**config.mk**
```make
export PLATFORM = sky130hd
export DESIGN_NAME = switch_conditioner
export DESIGN_NICKNAME = d
export VERILOG_FILES = /design/src/rtl/comb_lock_pkg.sv /design/src/rtl/bit_sync.sv /design/src/rtl/switch_conditioner.sv
export SDC_FILE = /design/constraint.sdc
export NUM_CORES = 1
export LEC_CHECK = 0
export BUFFER_PORTS_ARGS = -buffer_cell sky130_fd_sc_hd__buf_2
export CORE_UTILIZATION = 40
export CTS_CLUSTER_DIAMETER = 100
export DETAILED_ROUTE_END_ITERATION = 6
export GPL_TIMING_DRIVEN = 0
export PLACE_DENSITY = 0.65
export SYNTH_ARGS = -nofsm -noshare
export SYNTH_HDL_FRONTEND = slang
export SYNTH_HIERARCHICAL = 1
export SYNTH_SLANG_ARGS = --single-unit
```
**constraint.sdc**
```tcl
create_clock -name clk -period 1.8 [get_ports clk]
set_input_delay 0.27 -clock clk [delete_from_list [all_inputs] [get_ports clk]]
set_output_delay 0.27 -clock clk [all_outputs]
set_load 0.03 [all_outputs]
```
**src/rtl/comb_lock_pkg.sv**
```systemverilog
// rtl/comb_lock_pkg.sv - shared code width and switch conditioner state encoding
package comb_lock_pkg;

    localparam int CODE_W = 3;

    typedef enum logic {
        ST_STABLE   = 1'b0,
        ST_SETTLING = 1'b1
    } cond_state_t;

endpackage

```
**src/rtl/bit_sync.sv**
```systemverilog
// rtl/bit_sync.sv - multi-bit flop-chain synchronizer for asynchronous levels
module bit_sync #(
    parameter int WIDTH = 1,
    parameter int DEPTH = 2
) (
    input  logic             clk,
    input  logic             rst_n,
    input  logic [WIDTH-1:0] d,
    output logic [WIDTH-1:0] q
);

    logic [WIDTH-1:0] stage [DEPTH];

    // Shift the asynchronous input through DEPTH flops; the first stage may go metastable.
    always_ff @(posedge clk or negedge rst_n) begin
        if (!rst_n) begin
            for (int i = 0; i < DEPTH; i++) begin
                stage[i] <= '0;
            end
        end else begin
            stage[0] <= d;
            for (int i = 1; i < DEPTH; i++) begin
                stage[i] <= stage[i-1];
            end
        end
    end

    assign q = stage[DEPTH-1];

endmodule

```
**src/rtl/switch_conditioner.sv**
```systemverilog
// rtl/switch_conditioner.sv - synchronizes and debounces the A/B/C slide-switch code
module switch_conditioner
    import comb_lock_pkg::*;
#(
    parameter int SYNC_STAGES     = 2,
    parameter int DEBOUNCE_CYCLES = 4
) (
    input  logic              clk,
    input  logic              rst_n,
    input  logic [CODE_W-1:0] switch_raw,
    output logic [CODE_W-1:0] switch_clean,
    output logic              code_strobe,
    output logic              stable
);

    // Counter only ever needs to reach DEBOUNCE_CYCLES-1.
    localparam int              CNT_W   = (DEBOUNCE_CYCLES > 2) ? $clog2(DEBOUNCE_CYCLES) : 1;
    localparam logic [CNT_W-1:0] CNT_MAX = CNT_W'(DEBOUNCE_CYCLES - 1);

    logic [CODE_W-1:0] s;
    cond_state_t       state;
    cond_state_t       state_nxt;
    logic [CODE_W-1:0] cand;
    logic [CODE_W-1:0] cand_nxt;
    logic [CNT_W-1:0]  cnt;
    logic [CNT_W-1:0]  cnt_nxt;
    logic [CODE_W-1:0] clean_nxt;
    logic              strobe_nxt;

    bit_sync #(
        .WIDTH (CODE_W),
        .DEPTH (SYNC_STAGES)
    ) u_sync (
        .clk   (clk),
        .rst_n (rst_n),
        .d     (switch_raw),
        .q     (s)
    );

    // State register.
    always_ff @(posedge clk or negedge rst_n) begin
        if (!rst_n) begin
            state <= ST_STABLE;
        end else begin
            state <= state_nxt;
        end
    end

    // Next-state and datapath decisions: a candidate must be seen unchanged for
    // DEBOUNCE_CYCLES further samples before it replaces the clean code.
    always_comb begin
        state_nxt  = state;
        cand_nxt   = cand;
        cnt_nxt    = cnt;
        clean_nxt  = switch_clean;
        strobe_nxt = 1'b0;
        case (state)
            ST_STABLE: begin
                if (s != switch_clean) begin
                    cand_nxt  = s;
                    cnt_nxt   = '0;
                    state_nxt = ST_SETTLING;
                end
            end
            ST_SETTLING: begin
                if (s != cand) begin
                    // Bounce: restart the qualification window on the new value.
                    cand_nxt = s;
                    cnt_nxt  = '0;
                end else if (cand == switch_clean) begin
                    // Glitch settled back onto the code already presented.
                    cnt_nxt   = '0;
                    state_nxt = ST_STABLE;
                end else if (cnt == CNT_MAX) begin
                    clean_nxt  = cand;
                    strobe_nxt = 1'b1;
                    cnt_nxt    = '0;
                    state_nxt  = ST_STABLE;
                end else begin
                    cnt_nxt = cnt + CNT_W'(1);
                end
            end
            default: begin
                cnt_nxt   = '0;
                state_nxt = ST_STABLE;
            end
        endcase
    end

    // Candidate, counter and registered outputs.
    always_ff @(posedge clk or negedge rst_n) begin
        if (!rst_n) begin
            cand         <= '0;
            cnt          <= '0;
            switch_clean <= '0;
            code_strobe  <= 1'b0;
        end else begin
            cand         <= cand_nxt;
            cnt          <= cnt_nxt;
            switch_clean <= clean_nxt;
            code_strobe  <= strobe_nxt;
        end
    end

    // Output decode: stable is a direct function of the state flop.
    always_comb begin
        stable = (state == ST_STABLE);
    end

endmodule

```
==> results.txt <==
Slew HR: 66.53%
CTS resizes: 0
I/O Pins: 10
Syn Area/Cell: 14.59 µm²
Via Count: 396
Area grow syn2layout: 16.24%
CTS Buf Count: 3
GPL Wtd Cong: 0.6803
First-pass GRT wire length: 1635 µm
Final #Nets: 68
Worst-path clk slew: 0.09 ns
Post-synthesis mux area share: 9.854%
Ys Warns: 6
Top cells by area, synth: dfrtp_1, mux2_2, xor2_1
Largest stage delay on the critical path: 0.45 ns
Final period utilization: 89.43%
Layout cells sized above 1: 39.34%
Clock latency on the worst-skew pair: 0.29 ns
Worst vdd ir: 0.5137 mV
Xor-xnor portion of the synthesized cell area: 11.50%
Critical Path Sink Type: flop
Hold-fix buffers at CTS: 1
Worst path arrival time: 1.79 ns
Simple-gate share of the synthesized area: 10.40%
Combinational share of power: 8.1%
CTS Sinks: 16
Diodes inserted: 0
Initial antenna violation count: 0
Vias in the first global route: 347
Core Rows: 14
Register area share after synthesis: 58.39%
Wire length per cell: 12.55 µm
Antenna-violating nets left: 0
Synth Area in Adders: 1.825%
WL final: 966 µm
1st-iter DRT viols: 2
Die Width: 43.40 µm
Seq pwr share: 56.4%
Critical Path Source Type: flop
Yosys top cell area share: 58.39%
CP Max Fanout: 6
Clk network pwr share: 35.5%
DRC errors left: 0
Static Leakage: 0.3836 nW
Via density: 5.143
Clock Skew: 0.01140 ns
Internal power: 0.5200 mW
Placed instance area: 750.7 µm²
Worst Tran Pin Value: 0.4975 ns
#FFs+latches synth: 16
M3 GR Usage: 6.250%
Min cycle time layout: 1.610 ns
Die Ht: 43.40 µm
Largest family of logic cells by synthesized area: XOR/XNOR gates
Postcts setup bufs: 0
Critical path class: reg -> reg
Die Footprint: 1884 µm²
Most common cell after layout, fill and taps aside: dfrtp_1
Final setup fails: 0
CP cell instances: buf_4 > xor2_1 > nor4_4 > mux2_2
Worst Hold Class: in -> reg
Setup TNS: 0 ns
Synth cell types: 15
First-pass detailed-route iteration total: 4
Final Instance Area: 797.0 µm²
CTS tree: yes
Syn Inst Count: 47
Hold Vio Cnt, Final: 0
Most frequent cells in the layout: dfrtp_1, buf_2, xor2_1, mux2_2
Largest net degree at the start of global routing: 17
Max-slew violation count: 0
Switching power: 0.1576 mW
GR Util met2: 18.48%
Input/output buffers: 9
Area leader, netlist: dfrtp_1
Sw Ratio: 23.27%
Max Fclk: 621.2 MHz
Critical path's slowest cell: nor4_4
Htree depth: 1
WP data required: 1.98 ns
Grt total ovfl: 0
Post-detail-place hpwl: 715.7 µm
Compound-Gate Fraction of Synth Area: 4.197%
Status: completed
All-Layer GR Usage: 12.95%
GRT met1 Usage: 16.02%
Busiest metal layer after global routing: met2
Root Driver: clkbuf_4
Starting density of the core: 43.98%
Synthesized cell area: 685.7 µm²
Syn_nets: 53
Core footprint: 1559 µm²
Longest Clk Path Bufs: 2
PD cells: 850.2 nW/µm²
RSZ-0062 raised after global routing: false
Number of fill cells: 141
Max_cap viols: 0
==> worst max-delay path: cells and delay by family (launching register included) <==
family / cells / cell delay (ns)
XOR/XNOR: 1 / 0.16
buffers and inverters: 1 / 0.14
flip-flops: 1 / 0.37
multiplexers: 1 / 0.39
AND/OR/NAND/NOR: 1 / 0.45
==> cells by family (layout without fill, tap and decap cells) <==
group,count (synthesis),in the layout
DFF,16,16
xor gates and xnor gates,9,9
and+or+nand+nor,8,8
muxes,6,6
buffers and inverters,4,18
AOI/OAI and AO/OA,3,3
adders and majority gates,1,1
==> power groups by stage <==
stage / registers (mW) / clock network (mW) / logic [mW]
2_1_floorplan: 0.388 / 0 / 0.0367
3_3_place_gp: 0.388 / 0 / 0.0537
3_5_place_dp: 0.390 / 0 / 0.0547
4_1_cts: 0.382 / 0.250 / 0.0565
5_1_grt: 0.384 / 0.259 / 0.0620
6_report: 0.382 / 0.240 / 0.0551
==> state kept, by name, indices dropped and copies added, names as in the netlist <==
register / flops
u_sync/q: 3
cnt: 2
switch_clean: 3
state: 1
cand: 3
code_strobe: 1
u_sync/stage: 3
==> synth_stat cells (all sizes together) <==
| cell | number |
|---|---|
| dfrtp | 16 |
| mux2 | 6 |
| xor2 | 6 |
| buf | 3 |
| nor4 | 3 |
| xnor2 | 3 |
| a32o | 2 |
| nor2 | 2 |
| and2 | 1 |
| ha | 1 |
| inv | 1 |
| nand2 | 1 |
| nand3 | 1 |
| o2bb2ai | 1 |
==> layout make-up <==
| class | instances | area (µm²) | area share, % |
|---|---|---|---|
| Buffer | 3 | 22.52 | 2.826 |
| Sequential cell | 16 | 400.4 | 50.24 |
| Multi-Input combinational cell | 27 | 259.0 | 32.50 |
| Timing Repair Buffer | 10 | 55.05 | 6.907 |
| Tap cell | 16 | 20.02 | 2.512 |
| Clock buffer | 4 | 36.28 | 4.553 |
| Inverter | 1 | 3.754 | 0.4710 |
==> metal layers <==
layer	share of wire [%]	vias to the layer above
li1	-	190
met4	1.4	0
met2	47	13
met5	0	-
met1	46	189
met3	4.7	4
==> metrics by stage <==
step                util (%)  worst slack, ns  power [mW]  cells  hold WS [ns]
floorplan                  -           0.1922      0.4252     47      -0.02559
global placement       48.15           0.1981      0.4422     72        0.1978
detailed placement     48.15           0.1763      0.4443     72        0.1991
CTS                    51.12           0.1639      0.6885     77       0.07095
global route           51.12          0.09782      0.7050     77       0.06467
finish                 51.12           0.1903      0.6776     77       0.08359
==> final timing paths <==
path / startpoint / endpoint / slack (ns) / cells after the start
worst max-delay path: u_sync/q[2]$_DFF_PN0_ / cand[1]$_DFFE_PN0P_ / 0.19 / 4
worst min-delay path: switch_raw[0] / u_sync/stage[3]$_DFF_PN0_ / 0.08 / 1
min in group asynchronous: rst_n / code_strobe$_DFF_PN0_ / 0.40 / 2
worst min register to register: u_sync/stage[3]$_DFF_PN0_ / u_sync/q[0]$_DFF_PN0_ / 0.36 / 0
max in group asynchronous: rst_n / switch_clean[1]$_DFFE_PN0P_ / 1.14 / 2
worst max register to register: u_sync/q[2]$_DFF_PN0_ / cand[1]$_DFFE_PN0P_ / 0.19 / 4
Power figures use the tool's default switching activity.
